[src/rtl/pe_pkg.sv]
// Shared definitions for the PE datapath (bit-shift stage and partial-sum accumulator).
package pe_pkg;

    localparam int PE_PROD_W      = 19;
    localparam int PE_KERNEL_SIZE = 9;
    localparam int PE_ACC_W       = 24;

    // Width needed to hold a term count of 0..kernel_size inclusive
    function automatic int cnt_width(input int kernel_size);
        return $clog2(kernel_size + 1);
    endfunction

    localparam int PE_CNT_W = cnt_width(PE_KERNEL_SIZE);

    typedef enum logic {
        IDLE  = 1'b0,
        ACCUM = 1'b1
    } psum_state_e;

endpackage

[src/rtl/psum_term_counter.sv]
// Window term counter: counts accepted slots, wraps after KERNEL_SIZE terms and
// flags the slot that completes the window. Clear takes priority over accept.
module psum_term_counter
    import pe_pkg::*;
#(
    parameter int KERNEL_SIZE = PE_KERNEL_SIZE,
    parameter int CNT_W       = cnt_width(KERNEL_SIZE)
) (
    input  logic             clk,
    input  logic             rst_n,
    input  logic             accept_i,
    input  logic             clear_i,
    output logic [CNT_W-1:0] cnt_o,
    output logic             last_o
);

    logic [CNT_W-1:0] cnt_q;
    logic [CNT_W-1:0] cnt_d;
    logic             at_last;

    assign at_last = (cnt_q == CNT_W'(KERNEL_SIZE - 1));
    assign last_o  = accept_i && !clear_i && at_last;
    assign cnt_o   = cnt_q;

    // Next count: clear or window completion return to zero
    always_comb begin
        cnt_d = cnt_q;
        if (clear_i) begin
            cnt_d = '0;
        end else if (accept_i) begin
            cnt_d = at_last ? '0 : cnt_q + CNT_W'(1);
        end
    end

    // Count register
    always_ff @(posedge clk or negedge rst_n) begin
        if (!rst_n) begin
            cnt_q <= '0;
        end else begin
            cnt_q <= cnt_d;
        end
    end

endmodule

[src/rtl/psum_accumulator.sv]
// Partial-sum accumulator: sums KERNEL_SIZE signed shifted products per window and
// presents the result with a one-cycle valid pulse. Skipped slots count as zero.
// Optional build macro PSUM_RELU_EN clamps negative window sums to zero on output.
module psum_accumulator
    import pe_pkg::*;
#(
    parameter int KERNEL_SIZE = PE_KERNEL_SIZE,
    parameter int PROD_W      = PE_PROD_W,
    parameter int ACC_W       = PE_ACC_W,
    parameter int CNT_W       = cnt_width(KERNEL_SIZE)
) (
    input  logic              clk,
    input  logic              rst_n,
    input  logic              i_valid,
    input  logic              i_skip,
    input  logic [PROD_W-1:0] i_product,
    input  logic              i_clear,
    output logic [ACC_W-1:0]  o_psum,
    output logic              o_valid,
    output logic              o_busy,
    output logic [CNT_W-1:0]  o_term_cnt
);

    psum_state_e             state_q, state_d;
    logic signed [ACC_W-1:0] acc_q, acc_d;
    logic signed [ACC_W-1:0] psum_q, psum_d;
    logic                    valid_q, valid_d;
    logic signed [ACC_W-1:0] term;
    logic signed [ACC_W-1:0] sum;
    logic                    last;
    logic [CNT_W-1:0]        cnt;

    psum_term_counter #(
        .KERNEL_SIZE (KERNEL_SIZE),
        .CNT_W       (CNT_W)
    ) u_term_counter (
        .clk      (clk),
        .rst_n    (rst_n),
        .accept_i (i_valid),
        .clear_i  (i_clear),
        .cnt_o    (cnt),
        .last_o   (last)
    );

    assign term = i_skip ? '0 : ACC_W'(signed'(i_product));
    assign sum  = acc_q + term;

    // Next-state, accumulator and output-register update
    always_comb begin
        state_d = state_q;
        acc_d   = acc_q;
        psum_d  = psum_q;
        valid_d = 1'b0;
        if (i_clear) begin
            state_d = IDLE;
            acc_d   = '0;
        end else if (i_valid) begin
            case (state_q)
                IDLE: begin
                    acc_d   = term;
                    state_d = ACCUM;
                end
                ACCUM: begin
                    if (last) begin
`ifdef PSUM_RELU_EN
                        psum_d = sum[ACC_W-1] ? '0 : sum;
`else
                        psum_d = sum;
`endif
                        valid_d = 1'b1;
                        acc_d   = '0;
                        state_d = IDLE;
                    end else begin
                        acc_d = sum;
                    end
                end
                default: begin
                    state_d = IDLE;
                    acc_d   = '0;
                end
            endcase
        end
    end

    // State and datapath registers
    always_ff @(posedge clk or negedge rst_n) begin
        if (!rst_n) begin
            state_q <= IDLE;
            acc_q   <= '0;
            psum_q  <= '0;
            valid_q <= 1'b0;
        end else begin
            state_q <= state_d;
            acc_q   <= acc_d;
            psum_q  <= psum_d;
            valid_q <= valid_d;
        end
    end

    assign o_psum     = psum_q;
    assign o_valid    = valid_q;
    assign o_term_cnt = cnt;
    assign o_busy     = (cnt != '0);

endmodule
[config.mk]
export PLATFORM = sky130hd
export DESIGN_NAME = psum_accumulator
export DESIGN_NICKNAME = d
export VERILOG_FILES = /design/src/rtl/pe_pkg.sv /design/src/rtl/psum_term_counter.sv /design/src/rtl/psum_accumulator.sv
export SDC_FILE = /design/constraint.sdc
export NUM_CORES = 1
export LEC_CHECK = 0
export CORE_ASPECT_RATIO = 0.75
export CORE_MARGIN = 5
export CORE_UTILIZATION = 45
export DETAILED_ROUTE_END_ITERATION = 8
export HOLD_SLACK_MARGIN = 0.05
export PLACE_DENSITY = 0.64
export SETUP_SLACK_MARGIN = 0.02
export SLEW_MARGIN = 20
export SYNTH_ARGS = -nofsm -noshare
export SYNTH_HDL_FRONTEND = slang
export SYNTH_HIERARCHICAL = 1
export SYNTH_SLANG_ARGS = --single-unit
[constraint.sdc]
create_clock -name clk -period 5.4 [get_ports clk]
set_clock_uncertainty 0.15 [all_clocks]
set_input_delay 0.54 -clock clk [delete_from_list [all_inputs] [get_ports clk]]
set_output_delay 0.54 -clock clk [all_outputs]
set_load 0.02 [all_outputs]
======== After elaboration in Yosys (flattened, before gate mapping) ========
Cells that the tools add are included.
storage, ports and cells
  bits of input ports ..................... 24
  word-level logic and storage cells ...... 32
  output and inout bits ................... 30
  flip-flop bits (word level) ............. 54
cells by class
  eq/ne operators ......................... 1
  bitwise operators ....................... 2
  add/sub/neg operators ................... 2
  reductions and logical operators ........ 6
  mux-type cells .......................... 16
operators with widths
  operator             count
  $mux 24              4
  $pmux 24 s2          1
  $add 24x24->24       1
  $mux 4               3
  $mux 1               7
  $add 4x1->4 const B  1
  $eq 4x4->1 const B   1
  $reduce_and 4->1     1
  $reduce_bool 4->1    1
  $logic_and 1x1->1    2
  $not 1->1            2
  $pmux 1 s2           1
  $reduce_bool 2->1    1
  $logic_not 1->1      1

======== Depth between registers and ports, before layout ========
Gate-level depths: netlist (run 1).
  depth after elaboration ................. 7
  gate-level depth with buffers ........... 18
  gate-level depth less buffers ........... 14

======== Hierarchy ========
The synthesis (run 1) kept the hierarchy.
modules (own cells, without submodules)
  module             cells each  seq. area each (µm²)  instances  area an instance (µm²)
  psum_accumulator   534         1251.2                1          4205.3
  psum_term_counter  25          100.1                 1          240.2

======== Least setup slack after synthesis (run 1) ========
Ideal clock, no wire load.
  kind .................................... input to register
  from .................................... input i_skip
  to ...................................... register acc_q[20]
  stages on the path ...................... 17
  setup time .............................. 0.122 ns
  buffers on the path ..................... 4
  required time ........................... 5.128 ns
  path slack .............................. 1.317 ns
  arrival ................................. 3.811 ns
  cell sequence ........................... buf_4 > buf_2 > buf_2 > clkbuf_1 > nor2b_1 > ha_1 > ha_1 > o31a_1 > o32ai_2 > nor2_2 > a21oi_4 > o311ai_2 > a32oi_2 > a41oi_2 > o41ai_4 > mux2i_1 > nand2_1
on the way
  longest elaborated chain between the ends .. 6
RTL lines
  item                  RTL line                text
  from (decl)           psum_accumulator.sv:15  input logic i_skip,
  $mux 24 (*)           psum_accumulator.sv:45  assign term = i_skip ? '0 : ACC_W'(signed'(i_product));
  $add 24x24->24        psum_accumulator.sv:46  assign sum = acc_q + term;
  $mux 24               psum_accumulator.sv:64  if (last) begin
  $pmux 24 s2 (*)       psum_accumulator.sv:58  case (state_q)
  $mux 24 (*)           psum_accumulator.sv:57  end else if (i_valid) begin
  $mux 24 (*)           psum_accumulator.sv:54  if (i_clear) begin
  to (signal assigned)  psum_accumulator.sv:89  acc_q <= '0;
  to (signal assigned)  psum_accumulator.sv:94  acc_q <= acc_d;
  to (decl)             psum_accumulator.sv:25  logic signed [ACC_W-1:0] acc_q, acc_d;
Mark *: on every way between the ends. The rest lies on a longest branch, timed or not. The select of a mux whose other input is x is not followed.
A chain may end at the register's enable or synchronous reset.

======== Worst setup path after layout (run 1) ========
  from .................................... input i_skip
  to ...................................... register acc_q[16]
The elaborated chain is that of the path after synthesis.

==> results.ini, run 1 <==
[power_and_ir_drop]
peakVddDrop_mv=0.107
power_mw=1.03
leakage_nw=2.13
power-per-cell-area_nw_per_um2=199

[global_route]
grt_pass1_wl_mm=19.3
globalRoute.totalOverflow=0
first_global_vias=3749
grt_antenna_before_repair=0
grt_start_max_net_pins=55
gr-usage-all-layers_pct=19.7

[logic_synthesis]
synth_nets=595
synth.most_common_cell=nand2_1
ys_seq_elements=54
synth_common_cells=87 x nand2_1, 60 x o21ai_0, 54 x dfrtp_1
syn-cell-area_um2=4450
synth_warnings=6
syn_inst=559
synth_flop_cell=dfrtp_1
async_flop_share_pct=100
yosys.area.top_type_share_pct=30.4
synth_top_cell_by_area=dfrtp_1
seq_area_frac_synth_pct=30.4
syn_area_per_cell_um2=7.95
ys_top_cells_by_area=dfrtp_1 30%, nand2_1 7.3%, xnor2_1 7.1%
synth_edf_count=0
synth_cell_types=74

[layout]
area_growth_pct=16.5
nets=629
post-route-util_pct=53.6
diodes=0
final_layout_size_suffix_gt1_share_pct=6.90
instances_no_fill=726
stdcell_area_um2=5180

[sta]
max_freq_mhz=247
slew_headroom_pct=37.0
worstMarginPinSlew_ns=0.945
post-route-min-period_ns=4.04
rsz0062_at_grt=no
final_max_slew_viol_count=0
fin_setup_tns_ns=0
finalHoldViolations=0
finalSetupViolCount=0
period_share_pct=74.9

[routing]
drc_errors=0
postRouteAntennaNets=0
first_pass_iters=5
drtIter0Drc=361
wl_per_cell_um=16.0
wirelength_mm=11.6
viasPerCell=5.67
vias=4114

[critical_path]
critPathMaxFanout=8
startpoint_type=input port
end_kind=register
arrival_ns=4.11
required_ns=5.47
path_class=in -> reg

[die]
rows=31
coreArea_um2=9660
initial_core_util_pct=46.0
die_w_um=125
die_y_um=96.1
ioPinCount=54
die_area_um2=12000

[cts]
post_cts_buffers=0
insertion_delay_ns=0.31
cts_tree=yes
cts_root_buf=clkbuf_16
clock_sinks=54
cts_resized=0
cts_hold_buf=0
cts-buffers-inserted=5
cts_buffer_depth=2
cts_max_level=2
clkSlewWorstSetupHoldPaths_ns=0.08

[hold_path]
min_path_type=in -> async

[job]
drv_cap=0

[place]
io_buffers=53
dp_hpwl_mm=8.40
routabilityCongestion=0.881
place_area_um2=5030
placed_cells=718

[outcome]
status=completed

==> state kept, by name (all words and copies together), names as in the netlist <==
name                  cells
acc_q                    24
o_psum                   24
u_term_counter/cnt_o      4
o_valid                   1
state_q                   1
==> worst max-delay path, cell delays in order <==
cell             delay, ns
clkdlybuf4s50_1       0.58
nor2b_1               0.32
xor2_1                0.18
ha_1                  0.22
a21oi_1               0.07
nor3_1                0.35
o32ai_2               0.16
nor2_2                0.15
a21oi_4               0.10
o31ai_1               0.40
o21ai_1               0.15
and4_1                0.24
xnor2_1               0.28
a22oi_1               0.12
a211oi_1              0.25
==> path summary, 6_finish.rpt <==
check	startpoint	depth (start not counted)	to	slack, ns
max	i_skip	15	acc_q[16]	1.36
min	rst_n	2	o_psum[5]	0.22
max reg2reg	acc_q[1]	12	acc_q[20]	2.00
min reg2reg	o_psum[1]	2	o_psum[1]	0.33
max in group asynchronous	rst_n	2	o_psum[18]	4.40
min in group clk	o_psum[1]	2	o_psum[1]	0.33
==> placed cells by master (no fill, tap or decap), types with 12 or more instances in the layout <==
master           instances
dfrtp_1                 54
nor2b_1                 21
a21oi_1                 24
clkdlybuf4s50_1         52
inv_1                   19
xor2_1                  19
xnor2_1                 36
nand2_1                 87
nor2_1                  52
o21ai_0                 60
nor3_1                  13
o211ai_1                12
ha_1                    12
==> report_power, final <==
group	internal, mW	switching, mW
sequential	0.417	0.0272
combinational	0.0995	0.140
clock	0.177	0.171
==> cell type report <==
type / count / area, um^2
clock buffers: 5 / 125
clock inverters: 3 / 26.3
fillers: 884 / 4480
inverters: 20 / 75.1
multi-input cells: 454 / 2870
flip-flops and latches: 54 / 1350
well taps: 132 / 165
repair buffers: 58 / 563
==> kinds of logic (layout without fill, tap and decap cells) <==
group                    after synthesis  count (layout)  synth area share [%]
AND/OR/NAND/NOR                      213             213                  22.9
AO/OA/AOI/OAI                        164             164                  25.2
XOR/XNOR                              55              55                  10.8
flip-flops                            54              54                  30.4
buffers and inverters                 51              86                  4.95
adder cells (fa/ha/maj)               15              15                  4.11
multiplexers                           7               7                  1.60
==> metrics by stage <==
stage                     hold WS, ns  setup slack, ns
after floorplan                0.0944             1.32
after global placement          0.312             1.22
after detailed placement        0.318             1.05
after CTS                       0.240             1.40
after global routing            0.288             1.16
final                           0.220             1.36
==> per-layer routing <==
layer  wire [um]  global-route usage (%)  vias to the layer above
met4          92                    3.10                        0
li1            -                       -                     2041
met5           0                       0                        -
met2        4910                    29.9                      122
met1        6070                    30.0                     1942
met3         578                    3.05                        9
Note: power is estimated with default switching activity, not from simulation.
==> run 2: changes to the inputs <==
--- a/config.mk
+++ b/config.mk
@@ -10,7 +10,7 @@
 export CORE_UTILIZATION = 45
 export DETAILED_ROUTE_END_ITERATION = 8
 export HOLD_SLACK_MARGIN = 0.05
-export PLACE_DENSITY = 0.64
+export PLACE_DENSITY = 0.66
 export SETUP_SLACK_MARGIN = 0.02
 export SLEW_MARGIN = 20
 export SYNTH_ARGS = -nofsm -noshare
==> constraint.sdc (replaced) <==
create_clock -name clk -period 3.35 [get_ports clk]
set_clock_uncertainty 0.15 [all_clocks]
set_input_delay 0.335 -clock clk [delete_from_list [all_inputs] [get_ports clk]]
set_output_delay 0.335 -clock clk [all_outputs]
set_load 0.02 [all_outputs]
==> run 2 against run 1 <==
  * Core utilization is 7.8 points higher
  * Clock power is 65% higher
  * Sequential cell count stayed put
  * Hold slack better by 0.11 ns
  * Combinational power is 110% higher
  * Via count is 9.5% higher
  * Wire length is 13% higher
  * Final cell count is 11% higher
  * Sequential share of layout area is 3.3 points lower
  * Critical endpoint is now acc_q[17]
  * Largest cell class unchanged
  * Largest power group unchanged
==> results.ini, run 2 (same netlist as run 1, synthesis figures left out) <==
[global_route]
grtUsageMet3_pct=4.71
first_global_vias=4519
busiest_layer=met2
gr-usage-all-layers_pct=22.8
met2_usage_pct=37.6
grt_pass1_wl_mm=22.3
grt_antenna_before_repair=0
grt_start_max_net_pins=45
use_met1_pct=30.5
globalRoute.totalOverflow=0

[routing]
drc_errors=0
wirelength_mm=13.1
wl_per_cell_um=16.3
postRouteAntennaNets=0
first_pass_iters=5
vias=4505
drtIter0Drc=435
viasPerCell=5.60

[cts]
insertion_delay_ns=0.31
cts_tree=yes
cts-buffers-inserted=5
clock_sinks=54
cts_root_buf=clkbuf_16
cts_buffer_depth=2
cts_max_level=2
clkSlewWorstSetupHoldPaths_ns=0.08

[critical_path]
arrival_ns=3.25
path_class=reg -> reg
crit_chain=ha_4 -> maj3_2 -> o2111ai_2 -> o211ai_2 -> o211ai_2 -> o211ai_1 -> and4b_1 -> or3_4 -> a31oi_2 -> xnor2_1 -> a2bb2oi_1 -> a211oi_2
slowest_delay_ns=0.42
critPathMaxFanout=4
cp-startpoint=acc_q[0]
startpoint_type=register
critPathSlowestCell=dfrtp_1
end_kind=register
required_ns=3.37
r2r-start=acc_q[0]
crit_path_frequent_cell=o211ai_2

[power_and_ir_drop]
power-per-cell-area_nw_per_um2=300
peakVddDrop_mv=0.245
leakage_nw=2.60
power_mw=1.78

[die]
ioPinCount=54
die_area_um2=12000
coreArea_um2=9660
initial_core_util_pct=46.0
rows=31
die_y_um=96.1
die_w_um=125

[layout]
diodes=0
layout_common_cells=87 x nand2_1, 81 x buf_4, 57 x o21ai_0
instances_no_fill=804
layout_commonest_cell=nand2_1
post-route-util_pct=61.4
fillers=829
final_layout_size_suffix_gt1_share_pct=20.2
area_growth_pct=33.5
nets=707

[sta]
finalHoldViolations=0
slew_headroom_pct=44.8
period_share_pct=96.4
final_max_slew_viol_count=0
layout_setup_ws_ns=0.120
worstMarginPinSlew_ns=0.828
max_freq_mhz=310
rsz0062_at_grt=no
post-route-min-period_ns=3.23
finalSetupViolCount=0

[place]
io_buffers=53
routabilityCongestion=0.896
dp_slack_ns=-0.584
dp_hpwl_mm=9.83
placed_cells=790

[hold_path]
hp-start=o_psum[1]
min_path_type=reg -> reg

[outcome]
status=completed

[job]
drv_cap=0

==> run 2: changes by cell type in the layout (fill, tap and decap cells not counted), sizes merged <==
cell           change
buf               +77
dlygate4sd2        +1
clkbuf             +1
dlymetal6s2s       +2
dlygate4sd3        +1
clkdlybuf4s50      -4
==> run 2: cell type report <==
class | instances | area [um^2] | area share, %
multi-input cells | 454 | 3040 | 51.1
flip-flops and latches | 54 | 1350 | 22.8
repair buffers | 136 | 1150 | 19.4
well taps | 132 | 165 | 2.78
clock buffers | 5 | 125 | 2.11
inverters | 20 | 75.1 | 1.27
clock inverters | 3 | 28.8 | 0.485
==> run 2: what timing repair did <==
item	4_1_cts	5_1_grt
gates resized for setup	13	11
setup endpoints to repair	19	18
endpoints found under the hold margin	32	0
pin swaps	14	6
hold buffers	1	0
buffers inserted	3	2
==> run 2: per-stage QoR <==
| stage | area [um^2] | hold WS [ns] | TNS [ns] |
|---|---|---|---|
| after global placement | 5640 | 0.310 | -7.50 |
| after floorplan | 4560 | -0.111 | -0.126 |
| after CTS | 5880 | 0.337 | -0.00331 |
| after global routing | 5930 | 0.352 | 0 |
| after detailed placement | 5640 | 0.317 | -10.01 |
| final | 5930 | 0.331 | 0 |
==> run 2: critical path, delay by kind of cell, from the launching register on <==
kind	cells	cell delay (ns)
AOI/OAI and AO/OA	7	1.23
adders and majority gates	2	0.51
xor gates and xnor gates	1	0.16
DFF	1	0.42
and+or+nand+nor	2	0.62
==> run 2: where the power goes <==
| part | internal [mW] | switching (mW) | total [mW] |
|---|---|---|---|
| sequential | 0.673 | 0.0370 | 0.710 |
| clock | 0.288 | 0.285 | 0.573 |
| combinational | 0.231 | 0.267 | 0.497 |
==> run 2: worst paths after layout <==
path	to	slack, ns	cells after the start
hold reg to reg	o_psum[1]	0.33	2
setup / recovery	acc_q[17]	0.12	12
hold / removal	o_psum[1]	0.33	2
setup reg to reg	acc_q[17]	0.12	12
max in group asynchronous	acc_q[16]	1.72	3
min in group asynchronous	o_psum[5]	0.52	2
==> run 2: routing by layer <==
| metal | up-vias | wire [um] | share of wire [%] |
|---|---|---|---|
| li1 | 2189 | - | - |
| met1 | 2174 | 6180 | 47 |
| met2 | 128 | 5950 | 45 |
| met3 | 14 | 849 | 6.5 |
| met4 | 0 | 157 | 1.2 |
| met5 | - | 0 | 0 |
==> run 3: changes to the inputs <==
--- a/config.mk
+++ b/config.mk
@@ -17,3 +17,4 @@
 export SYNTH_HDL_FRONTEND = slang
 export SYNTH_HIERARCHICAL = 1
 export SYNTH_SLANG_ARGS = --single-unit
+export TNS_END_PERCENT = 20
==> run 3 against run 2 <==
  * Clock power increased by 0.7%
  * Global-route usage fell by 0.33 points
  * Final area grew 1.3%
  * Die area is the same
  * Non-clock buffer count increased by 10
  * Hold slack barely moved
  * Via count about the same
  * Final cell count up 1.2%
  * Sequential share of layout area down 0.25 points
  * First-iteration DRC count is 26% lower
  * Core utilization is 0.79 points higher
  * Critical path type is now in -> reg
  * Critical endpoint is now acc_q[23]
  * Largest cell class unchanged
  * Largest power group unchanged
==> results.ini, run 3 (same netlist as run 1, synthesis figures left out) <==
[power_and_ir_drop]
leakage_nw=2.65
power-per-cell-area_nw_per_um2=299
peakVddDrop_mv=0.228
power_mw=1.80

[place]
dp_slack_ns=-0.556
dp_hpwl_mm=9.77
place_area_um2=5710
routabilityCongestion=0.947
io_buffers=53

[layout]
area_growth_pct=35.2
layout_common_cells=92 x buf_4, 87 x nand2_1, 57 x o21ai_0
nets=717
layout_commonest_cell=buf_4
ff_latch_area_um2=1350
diodes=0
fillers=810
stdcell_area_um2=6010
final_layout_size_suffix_gt1_share_pct=21.7
multi_input_area_um2=3030
post-route-util_pct=62.2

[sta]
layout_setup_ws_ns=0.0661
rsz0062_at_grt=yes
period_share_pct=98.0
final_max_slew_viol_count=0
worstMarginPinSlew_ns=0.861
finalSetupViolCount=0
max_freq_mhz=305
hold_ws_ns=0.331
finalHoldViolations=0
slew_headroom_pct=42.6
post-route-min-period_ns=3.28

[global_route]
grt_pass1_wl_mm=21.9
grt_antenna_before_repair=0
gr-usage-all-layers_pct=22.4
first_global_vias=4422
grt_start_max_net_pins=45
globalRoute.totalOverflow=0

[cts]
clkSlewWorstSetupHoldPaths_ns=0.08
cts_root_buf=clkbuf_16
insertion_delay_ns=0.31
cts_max_level=2
cts-buffers-inserted=5
clock_sinks=54
cts_tree=yes
cts_buffer_depth=2

[die]
rows=31
ioPinCount=54
initial_core_util_pct=46.0
die_w_um=125
coreArea_um2=9660
die_area_um2=12000
die_y_um=96.1

[critical_path]
required_ns=3.45
r2r_end=acc_q[20]
startpoint_type=input port
path_class=in -> reg
r2r-start=acc_q[1]
end_kind=register
arrival_ns=3.38
reg2reg_setup_slack_ns=0.15
critPathMaxFanout=5
r2r_cells=12

[hold_path]
min_path_type=reg -> reg
holdPathStages=2
hp-start=o_psum[3]
min_to=o_psum[3]

[routing]
drc_errors=0
postRouteAntennaNets=0
wl_per_cell_um=16.3
wirelength_mm=13.3
vias=4509
drtIter0Drc=321
viasPerCell=5.54
first_pass_iters=6

[outcome]
status=completed

[job]
drv_cap=0

[run 3: worst max-delay path by stage]
stage / from / to / slack (ns) / cells after the start
after CTS: i_product[0] / o_psum[21] / 0.01 / 15
final: i_product[9] / acc_q[23] / 0.07 / 12
after floorplan: i_skip / acc_q[20] / -0.08 / 17
after detailed placement: i_skip / acc_q[16] / -0.56 / 15
after global routing: i_product[9] / o_psum[23] / -0.13 / 13
after global placement: i_skip / acc_q[20] / -0.46 / 15
[run 3: what timing repair did]
item,CTS,global route
resized for setup,10,15
hold buffers,1,0
endpoints found under the hold margin,35,0
pin swaps,11,24
buffers inserted,2,4
endpoints found under the setup margin,19,19
[run 3: through the flow]
step	setup TNS, ns	instances
after detailed placement	-9.21	799
after global placement	-7.64	799
after CTS	0	810
after floorplan	-0.126	559
after global routing	-0.501	814
final	0	814
[run 3: report_power, final]
| group | internal [mW] | leakage [nW] | switching, mW |
|---|---|---|---|
| Combinational | 0.241 | 1.83 | 0.270 |
| Clock | 0.288 | 0.0763 | 0.289 |
| Sequential | 0.673 | 0.737 | 0.0384 |
[run 3: cell type report]
| type | count | area share [%] |
|---|---|---|
| inverter | 20 | 1.25 |
| timing repair buffer | 146 | 20.4 |
| tap | 132 | 2.75 |
| sequential | 54 | 22.5 |
| multi-input combinational | 454 | 50.5 |
| clock buffer | 5 | 2.08 |
| clock inverter | 3 | 0.479 |
[run 3: critical path: stages]
cell and delay, ns:
clkdlybuf4s50_1 0.58, nor2b_1 0.24, a22oi_1 0.11, o21ai_0 0.50
o22ai_1 0.23, a311oi_2 0.36, o41ai_1 0.13, buf_4 0.16
o211a_1 0.13, buf_4 0.14, o221a_2 0.27, and3b_1 0.21
[run 3: per-layer routing]
layer  routed length, um  vias up  global-route usage (%)
met5                   0        -                       0
met4                 172        0                    6.39
met3                 747       17                    4.22
met2                5870      140                    35.7
met1                6490     2132                    31.5
li1                    -     2220                       -
